File: config.mk
export PLATFORM = sky130hd
export DESIGN_NAME = alu_req_arbiter_flat
export DESIGN_NICKNAME = d
export VERILOG_FILES = /design/src/rtl/alu_ctrl_pkg.sv /design/src/rtl/alu_req_arbiter_if.sv /design/src/rtl/rr_arbiter2.sv /design/src/rtl/alu_req_arbiter.sv /design/src/flat_wrapper.sv
export SDC_FILE = /design/constraint.sdc
export NUM_CORES = 1
export LEC_CHECK = 0
export ABC_AREA = 1
export BUFFER_PORTS_ARGS = -buffer_cell sky130_fd_sc_hd__clkbuf_2
export CORE_MARGIN = 1
export CORE_UTILIZATION = 38
export DETAILED_ROUTE_END_ITERATION = 10
export MAX_ROUTING_LAYER = met4
export PLACE_DENSITY = 0.64
export SYNTH_ARGS = -nofsm -noshare
export SYNTH_HDL_FRONTEND = slang
export SYNTH_HIERARCHICAL = 1
export SYNTH_SLANG_ARGS = --single-unit
File: constraint.sdc
create_clock -name clk -period 3.2 [get_ports clk]
set_input_delay 0 -clock clk [delete_from_list [all_inputs] [get_ports clk]]
set_output_delay 0 -clock clk [all_outputs]
set_load 0.01 [all_outputs]
File: src/rtl/alu_ctrl_pkg.sv
// Shared types and defaults for the ALU request arbiter.
// Holds widths, requester count and FSM state encoding.
package alu_ctrl_pkg;

  localparam int ALU_DATA_W = 8;
  localparam int ALU_SEL_W  = 3;
  localparam int N_REQ      = 2;
  localparam int OPS_W      = 8;

  typedef enum logic [1:0] {
    IDLE = 2'd0,
    EXEC = 2'd1,
    RESP = 2'd2
  } state_t;

  // Index of the granted requester from a one-hot grant.
  function automatic logic grant_idx(input logic [1:0] g);
    return g[1];
  endfunction

endpackage

File: src/rtl/alu_req_arbiter_if.sv
// Request/response channels of the two ALU requesters.
// master = requester side, slave = arbiter side.
interface alu_req_arbiter_if #(
  parameter int DATA_W = 8,
  parameter int SEL_W  = 3
);

  logic              req0_valid;
  logic              req0_ready;
  logic [DATA_W-1:0] req0_a;
  logic [DATA_W-1:0] req0_b;
  logic [SEL_W-1:0]  req0_sel;

  logic              req1_valid;
  logic              req1_ready;
  logic [DATA_W-1:0] req1_a;
  logic [DATA_W-1:0] req1_b;
  logic [SEL_W-1:0]  req1_sel;

  logic              rsp0_valid;
  logic              rsp0_ready;
  logic [DATA_W-1:0] rsp0_result;
  logic              rsp0_cout;

  logic              rsp1_valid;
  logic              rsp1_ready;
  logic [DATA_W-1:0] rsp1_result;
  logic              rsp1_cout;

  modport master (
    output req0_valid, req0_a, req0_b, req0_sel,
    output req1_valid, req1_a, req1_b, req1_sel,
    output rsp0_ready, rsp1_ready,
    input  req0_ready, req1_ready,
    input  rsp0_valid, rsp0_result, rsp0_cout,
    input  rsp1_valid, rsp1_result, rsp1_cout
  );

  modport slave (
    input  req0_valid, req0_a, req0_b, req0_sel,
    input  req1_valid, req1_a, req1_b, req1_sel,
    input  rsp0_ready, rsp1_ready,
    output req0_ready, req1_ready,
    output rsp0_valid, rsp0_result, rsp0_cout,
    output rsp1_valid, rsp1_result, rsp1_cout
  );

endinterface

File: src/rtl/rr_arbiter2.sv
// Two-way round-robin grant: on a tie the requester
// that did not own the ALU last time wins.
module rr_arbiter2 (
  input  logic [1:0] valid,
  input  logic       last_owner,
  input  logic       enable,
  output logic [1:0] grant
);

  logic both;
  logic only0;
  logic only1;

  assign both  = enable & valid[0] & valid[1];
  assign only0 = enable & valid[0] & ~valid[1];
  assign only1 = enable & ~valid[0] & valid[1];

  // One-hot grant from mutually exclusive request cases.
  always_comb begin
    grant = 2'b00;
    unique case (1'b1)
      both:    grant = last_owner ? 2'b01 : 2'b10;
      only0:   grant = 2'b01;
      only1:   grant = 2'b10;
      default: grant = 2'b00;
    endcase
  end

endmodule

File: src/rtl/alu_req_arbiter.sv
// Shares one external ALU between two requesters:
// accept -> one EXEC cycle -> hold response until taken.
module alu_req_arbiter
  import alu_ctrl_pkg::*;
#(
  parameter int DATA_W = ALU_DATA_W,
  parameter int SEL_W  = ALU_SEL_W
) (
  input  logic              clk,
  input  logic              rst_n,
  input  logic              ena,
  alu_req_arbiter_if.slave  bus,
  output logic [DATA_W-1:0] alu_a,
  output logic [DATA_W-1:0] alu_b,
  output logic [SEL_W-1:0]  alu_sel,
  input  logic [DATA_W-1:0] alu_result,
  input  logic              alu_cout,
  output logic              busy,
  output logic [OPS_W-1:0]  ops_done
);

  state_t             state;
  logic               owner;
  logic               last_owner;
  logic [N_REQ-1:0]   rsp_valid_q;
  logic [N_REQ-1:0]   rsp_cout_q;
  logic [DATA_W-1:0]  rsp_result_q [N_REQ];
  logic [OPS_W-1:0]   ops_q;

  logic [N_REQ-1:0]   req_valid;
  logic [N_REQ-1:0]   rsp_ready;
  logic [1:0]         grant;
  logic               arb_en;
  logic               accept;
  logic               win;
  logic               rsp_hs;
  logic [DATA_W-1:0]  win_a;
  logic [DATA_W-1:0]  win_b;
  logic [SEL_W-1:0]   win_sel;

  assign req_valid = {bus.req1_valid, bus.req0_valid};
  assign rsp_ready = {bus.rsp1_ready, bus.rsp0_ready};

  // Grants only in IDLE, enabled and out of reset.
  assign arb_en = ena & rst_n & (state == IDLE);

  rr_arbiter2 u_rr (
    .valid      (req_valid),
    .last_owner (last_owner),
    .enable     (arb_en),
    .grant      (grant)
  );

  assign accept  = |grant;
  assign win     = grant_idx(grant);
  assign win_a   = win ? bus.req1_a   : bus.req0_a;
  assign win_b   = win ? bus.req1_b   : bus.req0_b;
  assign win_sel = win ? bus.req1_sel : bus.req0_sel;
  assign rsp_hs  = rsp_ready[owner];

  assign bus.req0_ready  = grant[0];
  assign bus.req1_ready  = grant[1];
  assign bus.rsp0_valid  = rsp_valid_q[0];
  assign bus.rsp1_valid  = rsp_valid_q[1];
  assign bus.rsp0_result = rsp_result_q[0];
  assign bus.rsp1_result = rsp_result_q[1];
  assign bus.rsp0_cout   = rsp_cout_q[0];
  assign bus.rsp1_cout   = rsp_cout_q[1];

  assign busy     = (state != IDLE);
  assign ops_done = ops_q;

  // Control FSM with operand, response and counter registers.
  always_ff @(posedge clk or negedge rst_n) begin
    if (!rst_n) begin
      state       <= IDLE;
      owner       <= 1'b0;
      last_owner  <= 1'b1;
      alu_a       <= '0;
      alu_b       <= '0;
      alu_sel     <= '0;
      rsp_valid_q <= '0;
      rsp_cout_q  <= '0;
      ops_q       <= '0;
      for (int i = 0; i < N_REQ; i++) begin
        rsp_result_q[i] <= '0;
      end
    end else begin
      unique case (state)
        IDLE: begin
          if (accept) begin
            alu_a   <= win_a;
            alu_b   <= win_b;
            alu_sel <= win_sel;
            owner   <= win;
            state   <= EXEC;
          end
        end
        EXEC: begin
          rsp_result_q[owner] <= alu_result;
          rsp_cout_q[owner]   <= alu_cout;
          rsp_valid_q[owner]  <= 1'b1;
          state               <= RESP;
        end
        RESP: begin
          if (rsp_hs) begin
            rsp_valid_q[owner] <= 1'b0;
            last_owner         <= owner;
            ops_q              <= ops_q + 8'd1;
            state              <= IDLE;
          end
        end
        default: state <= IDLE;
      endcase
    end
  end

endmodule

File: src/flat_wrapper.sv
// flat-port wrapper written by rule: the top's interface ports become plain ports
module alu_req_arbiter_flat import alu_ctrl_pkg::*;
#(
  parameter int DATA_W = ALU_DATA_W,
  parameter int SEL_W  = ALU_SEL_W
)
  (clk, rst_n, ena, alu_a, alu_b, alu_sel, alu_result, alu_cout, busy, ops_done, bus_req0_valid, bus_req0_a, bus_req0_b, bus_req0_sel, bus_req1_valid, bus_req1_a, bus_req1_b, bus_req1_sel, bus_rsp0_ready, bus_rsp1_ready, bus_req0_ready, bus_req1_ready, bus_rsp0_valid, bus_rsp0_result, bus_rsp0_cout, bus_rsp1_valid, bus_rsp1_result, bus_rsp1_cout);
  alu_req_arbiter_if #(.DATA_W(DATA_W), .SEL_W(SEL_W)) bus_i ();
  input  logic clk;
  input  logic rst_n;
  input  logic ena;
  output logic [DATA_W-1:0] alu_a;
  output logic [DATA_W-1:0] alu_b;
  output logic [SEL_W-1:0] alu_sel;
  input  logic [DATA_W-1:0] alu_result;
  input  logic alu_cout;
  output logic busy;
  output logic [OPS_W-1:0] ops_done;
  input wire logic [$bits(bus_i.req0_valid)-1:0] bus_req0_valid;
  input wire logic [$bits(bus_i.req0_a)-1:0] bus_req0_a;
  input wire logic [$bits(bus_i.req0_b)-1:0] bus_req0_b;
  input wire logic [$bits(bus_i.req0_sel)-1:0] bus_req0_sel;
  input wire logic [$bits(bus_i.req1_valid)-1:0] bus_req1_valid;
  input wire logic [$bits(bus_i.req1_a)-1:0] bus_req1_a;
  input wire logic [$bits(bus_i.req1_b)-1:0] bus_req1_b;
  input wire logic [$bits(bus_i.req1_sel)-1:0] bus_req1_sel;
  input wire logic [$bits(bus_i.rsp0_ready)-1:0] bus_rsp0_ready;
  input wire logic [$bits(bus_i.rsp1_ready)-1:0] bus_rsp1_ready;
  output wire logic [$bits(bus_i.req0_ready)-1:0] bus_req0_ready;
  output wire logic [$bits(bus_i.req1_ready)-1:0] bus_req1_ready;
  output wire logic [$bits(bus_i.rsp0_valid)-1:0] bus_rsp0_valid;
  output wire logic [$bits(bus_i.rsp0_result)-1:0] bus_rsp0_result;
  output wire logic [$bits(bus_i.rsp0_cout)-1:0] bus_rsp0_cout;
  output wire logic [$bits(bus_i.rsp1_valid)-1:0] bus_rsp1_valid;
  output wire logic [$bits(bus_i.rsp1_result)-1:0] bus_rsp1_result;
  output wire logic [$bits(bus_i.rsp1_cout)-1:0] bus_rsp1_cout;
  assign bus_i.req0_valid = bus_req0_valid;
  assign bus_i.req0_a = bus_req0_a;
  assign bus_i.req0_b = bus_req0_b;
  assign bus_i.req0_sel = bus_req0_sel;
  assign bus_i.req1_valid = bus_req1_valid;
  assign bus_i.req1_a = bus_req1_a;
  assign bus_i.req1_b = bus_req1_b;
  assign bus_i.req1_sel = bus_req1_sel;
  assign bus_i.rsp0_ready = bus_rsp0_ready;
  assign bus_i.rsp1_ready = bus_rsp1_ready;
  assign bus_req0_ready = bus_i.req0_ready;
  assign bus_req1_ready = bus_i.req1_ready;
  assign bus_rsp0_valid = bus_i.rsp0_valid;
  assign bus_rsp0_result = bus_i.rsp0_result;
  assign bus_rsp0_cout = bus_i.rsp0_cout;
  assign bus_rsp1_valid = bus_i.rsp1_valid;
  assign bus_rsp1_result = bus_i.rsp1_result;
  assign bus_rsp1_cout = bus_i.rsp1_cout;
  alu_req_arbiter #(.DATA_W(DATA_W), .SEL_W(SEL_W)) u_core (.clk(clk), .rst_n(rst_n), .ena(ena), .bus(bus_i), .alu_a(alu_a), .alu_b(alu_b), .alu_sel(alu_sel), .alu_result(alu_result), .alu_cout(alu_cout), .busy(busy), .ops_done(ops_done));
endmodule
== Yosys cells after proc, flatten, opt, wreduce, memory -nomap -nowiden ==
Index checks and enable logic that the tools add are counted.
Word-level totals
  register bits after elaboration: 51
  latch bits: 0
  bits in writable memories: 0
  bits in read-only memories: 0
  input bits: 54
  output and inout port bits: 50
  word-level logic and storage cells: 61
  memories kept: 0
Cells by class
  $add $sub $neg: 1
  multipliers: 0
  divide/modulo/power cells: 0
  order comparisons: 4
  eq/ne operators: 4
  shift operators: 0
  mux-type cells: 18
  bitwise operators: 13
  reductions and logical operators: 10
Operators by type and width (number)
  $mux 8: 3
  $bwmux 16: 1
  $pmux 2 s3: 2
  $add 8x1->8 const B: 1
  $demux 8 s1: 1
  $mux 2: 4
  $reduce_and 2->1: 4
  $and 1x1->1: 7
  $ne 2x1->1 const B: 2
  $pmux 2 s2: 1
  $reduce_bool 2->1: 2
  $mux 1: 3
  $mux 3: 1
  $and 2x2->2: 1
  $bwmux 2: 1
  $eq 2x1->1 const B: 1
  $eq 2x2->1 const B: 1
  $ge 2x2->1 const B: 1
  $logic_and 1x1->1: 2
  $logic_not 2->1: 1
  $lt 1x2->1 const B: 1
  $lt 2x1->1 const B: 1
  $not 1->1: 2
  $not 1->2: 1
  5 further kinds: 5

== Longest topological paths before layout ==
  word-level depth: 8
  mapped depth: 10
  mapped depth without buffers: 9

== By module ==
Netlist, hierarchy kept.
By module, submodules not included
  alu_req_arbiter: instances 1, cells an instance 279, area an instance 2280.9 µm²
  rr_arbiter2: instances 1, cells an instance 5, area an instance 21.3 µm²

== Least setup slack after synthesis ==
No wires, ideal clock.
  kind: reg2reg
  from: reg u_core.state[0]
  to: reg u_core.alu_a[6]
  library setup time: 126 ps
  arrival: 1733 ps
  path slack: 1341 ps
  cell stages (with the launch flop): 11
  path buffers: 2
  period minus slack after synthesis: 1859 ps
  cells stage by stage: dfrtp_1 -> inv_1 -> nand2_2 -> nor2_1 -> nand2_1 -> a21oi_1 -> buf_2 -> buf_2 -> nand2_1 -> o21ai_0 -> a21oi_1
On the way
  cells in the longest elaborated chain, start to end: 7
  elaborated cells between the ends (all ways): 11
  classes of those cells: mux: 2; bitwise: 6; reduce/logical: 3
RTL lines
  start: declaration: line alu_req_arbiter.sv:22  | state_t state;
  start signal: assignment: line alu_req_arbiter.sv:76  | state <= IDLE;
  start signal: assignment: line alu_req_arbiter.sv:96  | state <= EXEC;
  start signal: assignment: line alu_req_arbiter.sv:103  | state <= RESP;
  $logic_not 2->1 *: line alu_req_arbiter.sv:45  | assign arb_en = ena & rst_n & (state == IDLE);
  $and 1x1->1 *: line alu_req_arbiter.sv:45
  net u_core.arb_en: line alu_req_arbiter.sv:33  | logic arb_en;
  $and 1x1->1, on equally long branches (2 in a row): line rr_arbiter2.sv:16, rr_arbiter2.sv:14, rr_arbiter2.sv:15
  $pmux 2 s3 *: line rr_arbiter2.sv:21  | unique case (1'b1)
  net bus_req1_ready: line flat_wrapper.sv:30  | output wire logic [$bits(bus_i.req1_ready)-1:0] bus_req1_ready;
  $reduce_or 2->1: line alu_req_arbiter.sv:54  | assign accept = |grant;
  $reduce_and 2->1 (no source line)
  end signal: assignment: line alu_req_arbiter.sv:92  | alu_a <= win_a;
  end: declaration: line alu_req_arbiter.sv:13  | output logic [DATA_W-1:0] alu_a,
The timed path passes the listed nets; every way through them passes the cells marked *.
A chain may end at the register's enable or synchronous reset.

== Final worst setup path ==
  from: reg u_core.state[0]
  to: reg u_core.alu_b[0]
On the way
  cells in the longest elaborated chain, start to end: 7
  elaborated cells between the ends (all ways): 11
  classes of those cells: mux: 2; bitwise: 6; reduce/logical: 3
RTL lines
  $logic_not 2->1 *: line alu_req_arbiter.sv:45
  $and 1x1->1 *: line alu_req_arbiter.sv:45
  net u_core.arb_en: line alu_req_arbiter.sv:33
  $and 1x1->1, on equally long branches (2 in a row): line rr_arbiter2.sv:16, rr_arbiter2.sv:14, rr_arbiter2.sv:15
  $pmux 2 s3 *: line rr_arbiter2.sv:21
  $reduce_or 2->1: line alu_req_arbiter.sv:54
  $reduce_and 2->1 (no source line)
  end signal: assignment: line alu_req_arbiter.sv:93  | alu_b <= win_b;
  end: declaration: line alu_req_arbiter.sv:14  | output logic [DATA_W-1:0] alu_b,
Marked as above.

==> summary.md <==
| Metric | Value |
|---|---|
| IO Port Bufs | 103 |
| Synth area leader | dfrtp_1 |
| VDD IR max | 0.000404 V |
| Main flop type after synthesis | dfrtp_1 |
| Post-route cell area | 0.00311 mm2 |
| Reg2reg start | u_core/state[0]$_DFFE_PN0P_ |
| Starting density of the core | 40.6% |
| Dpl cell area | 0.00288 mm2 |
| First-pass GRT wire length | 8.55 mm |
| MaxCap Viol Count | 0 |
| Synthesized area per cell | 8.11 um2 |
| Crit path required time | 3.43 ns |
| Crit path kind | register to register |
| Die Width | 79.8 um |
| Post-CTS setup buffers | 0 |
| H-tree levels | 2 |
| Hold Slack | 0.00963 ns |
| Top-area cell type share of the netlist area | 54.3% |
| Global-route usage over all layers | 17.9% |
| Top cells by area, synth | dfrtp_1 54%, nand2_1 12%, o21ai_0 9.8% |
| Total grt overflow | 0 |
| # nets final | 456 |
| Worst Clk Skew | 0.00595 ns |
| Routability cong. | 0.761 |
| R2r setup slk | 0.97 ns |
| IO Count | 104 |
| Skew-Pair Late Insertion Delay | 0.30 ns |
| Clock sink count | 51 |
| Minimum clock period | 2.23 ns |
| Via density | 4.53 |
| Setup violators final | 0 |
| Die area | 0.00637 mm2 |
| Antenna Nets Post-Route | 0 |
| Row cnt | 27 |
| Actual slew at the worst max-slew pin | 0.634 ns |
| Hold path startpoint | bus_req0_a[6] |
| WL per Instance | 11.3 um |
| Status | finished clean |
| Commonest non-fill, non-tap cell in the layout | clkbuf_2 |
| Initial antenna violation count | 0 |
| Final setup TNS | 0 ns |
| Xor-xnor portion of the synthesized cell area | 0.761% |
| Power per cell area | 773 mW/mm2 |
| Library cells used by synthesis | 20 |
| WL final | 5.36 mm |
| Dpl ws | 1.33 ns |
| Largest family of logic cells by synthesized area | simple AND/OR/NAND/NOR gates |
| Hpwl dp | 3.76 mm |
| Mux cell area share after synthesis | 0% |
| Cells after synthesis | 284 |
| Vias in the first global route | 1,900 |
| Clk pin slew, worst setup/hold paths | 0.09 ns |
| RSZ-0062 raised after global routing | no |
| Largest net degree at the start of global routing | 52 |
| Synth Area in Adders | 0.543% |
| Num CTS Buffers | 5 |
| Synth Area in Simple Gates | 19.7% |
| Mapped Area | 0.00230 mm2 |
| Drt pass-1 iters | 4 |
| Synthesis warning total | 6 |
| Register area share after synthesis | 55.5% |
| Max Clk Rate | 0.449 GHz |
| DRT iter0 DRCs | 107 |
| Clock tree from TritonCTS | done |
| Worst Setup SP | u_core/state[0]$_DFFE_PN0P_ |
| Final period utilization | 69.6% |
| Async S/R FF share, synth | 100% |
| Via count | 2,149 |
| Die span in y | 79.8 um |
| Fin. max-slew vios | 0 |
| Worst setup SP type | register |
| Max Buffers Root-to-Sink | 2 |
| Worst min path class | primary input to register |
| Post-synth EDFFs | 0 |
| # DRC | 0 |
| Post-Layout Cell Count | 474 |
| Ant diodes | 0 |
| Final Hold Vio Count | 0 |
| Worst-path fanout max | 40 |
| Worst Path Arrival | 2.46 ns |
| Syn Nets | 339 |
| Root Buffer | clkbuf_8 |
| Fin worst setup slack | 0.972 ns |
| Resized cells post-CTS | 0 |
| Placed insts | 451 |
| Compound-cell area share of the yosys netlist | 14.3% |
| Share of layout cells above drive strength 1 | 30.6% |
| Pleak | 0.00167 uW |
| Area of the core | 0.00568 mm2 |
| Most frequent cells in the layout | 103 x clkbuf_2, 72 x nand2_1, 50 x dfrtp_1 |
| Crit path capture type | register |
| Register bit count reported by yosys | 51 |
| Worst slew margin | 57.7% |
| Area growth from synthesis to layout | 35.1% |
==> Yosys cell counts, types with 2 or more instances <==
cell type	number
nand2_2	3
buf_2	6
o21ai_0	45
a21oi_1	21
nand3_2	2
clkbuf_1	3
nor2_1	27
inv_1	40
dfrtp_1	50
nand2_1	72
nand3_1	6
==> routing by layer <==
metal  part of all wire, %  track usage, %  up-vias  wire length [um]
li1                      -               -     1120                 -
met1                    44            21.5      967              2360
met4                   1.4            6.79        0                76
met2                    51            29.8       54              2710
met5                     0               -        -                 0
met3                   4.0            3.31        8               212
==> flip-flops by register name, indices dropped and copies added, names as in the netlist, named ones only <==
| signal | flops |
|---|---|
| u_core/alu_b | 8 |
| u_core/alu_sel | 3 |
| u_core/last_owner | 1 |
| u_core/bus.rsp0_result | 8 |
| u_core/state | 2 |
| u_core/alu_a | 8 |
| u_core/bus.rsp1_result | 8 |
| u_core/ops_done | 8 |
| u_core/rsp_cout_q | 2 |
| u_core/owner | 1 |
==> cell families after synthesis <==
kind of cell	after synthesis
AND/OR/NAND/NOR	112
AO/OA/AOI/OAI	66
XOR/XNOR	2
adder cells (fa/ha/maj)	1
buffers and inverters	52
flip-flops	51
==> per-stage QoR <==
step,util [%],power [uW]
4_1_cts,54.8,2440
6_report,54.8,2400
2_1_floorplan,-,1630
5_1_grt,54.8,2620
3_3_place_gp,50.7,2030
3_5_place_dp,50.7,2060
==> report_power, final <==
part / internal (uW) / switching (uW) / leakage (uW)
Clock: 150 / 204 / 0.0000477
Sequential: 933 / 181 / 0.000603
Combinational: 392 / 542 / 0.00102
Total: 1480 / 928 / 0.00167
==> final timing paths <==
path                                                         endpoint  depth (start not counted)
worst max-delay path                      u_core/alu_b[0]$_DFFE_PN0P_                          9
worst min-delay path                      u_core/alu_a[6]$_DFFE_PN0P_                          3
worst max register to register            u_core/alu_b[0]$_DFFE_PN0P_                          9
worst min register to register            u_core/state[1]$_DFFE_PN0P_                          1
max in group asynchronous       u_core/bus.rsp1_result[1]$_DFFE_PN0P_                          3
min in group asynchronous               u_core/alu_sel[0]$_DFFE_PN0P_                          3
==> timing repair <==
action / CTS / global route
setup endpoints to repair: 0 / 0
hold endpoints to repair: 71 / 0
hold buffers: 15 / 0
==> area by class of cell <==
type                            instances  area (um2)
Fill cell                             532        2560
Sequential cell                        51        1280
Clock buffer                            5        68.8
Clock inverter                          3        15.0
Timing Repair Buffer                  121         688
Inverter                               41         154
Multi-Input combinational cell        181         817
Tap cell                               72        90.1
==> critical path, stage by stage, from the launching register on <==
cell	delay (ns)
dfrtp_1	0.44
inv_1	0.12
nand2_2	0.08
nor2_1	0.12
nand2_1	0.09
a21oi_2	0.13
buf_4	0.34
o21ai_0	0.13
dlygate4sd3_1	0.57
a21oi_1	0.13
Note: power is estimated with default switching activity, not from simulation.
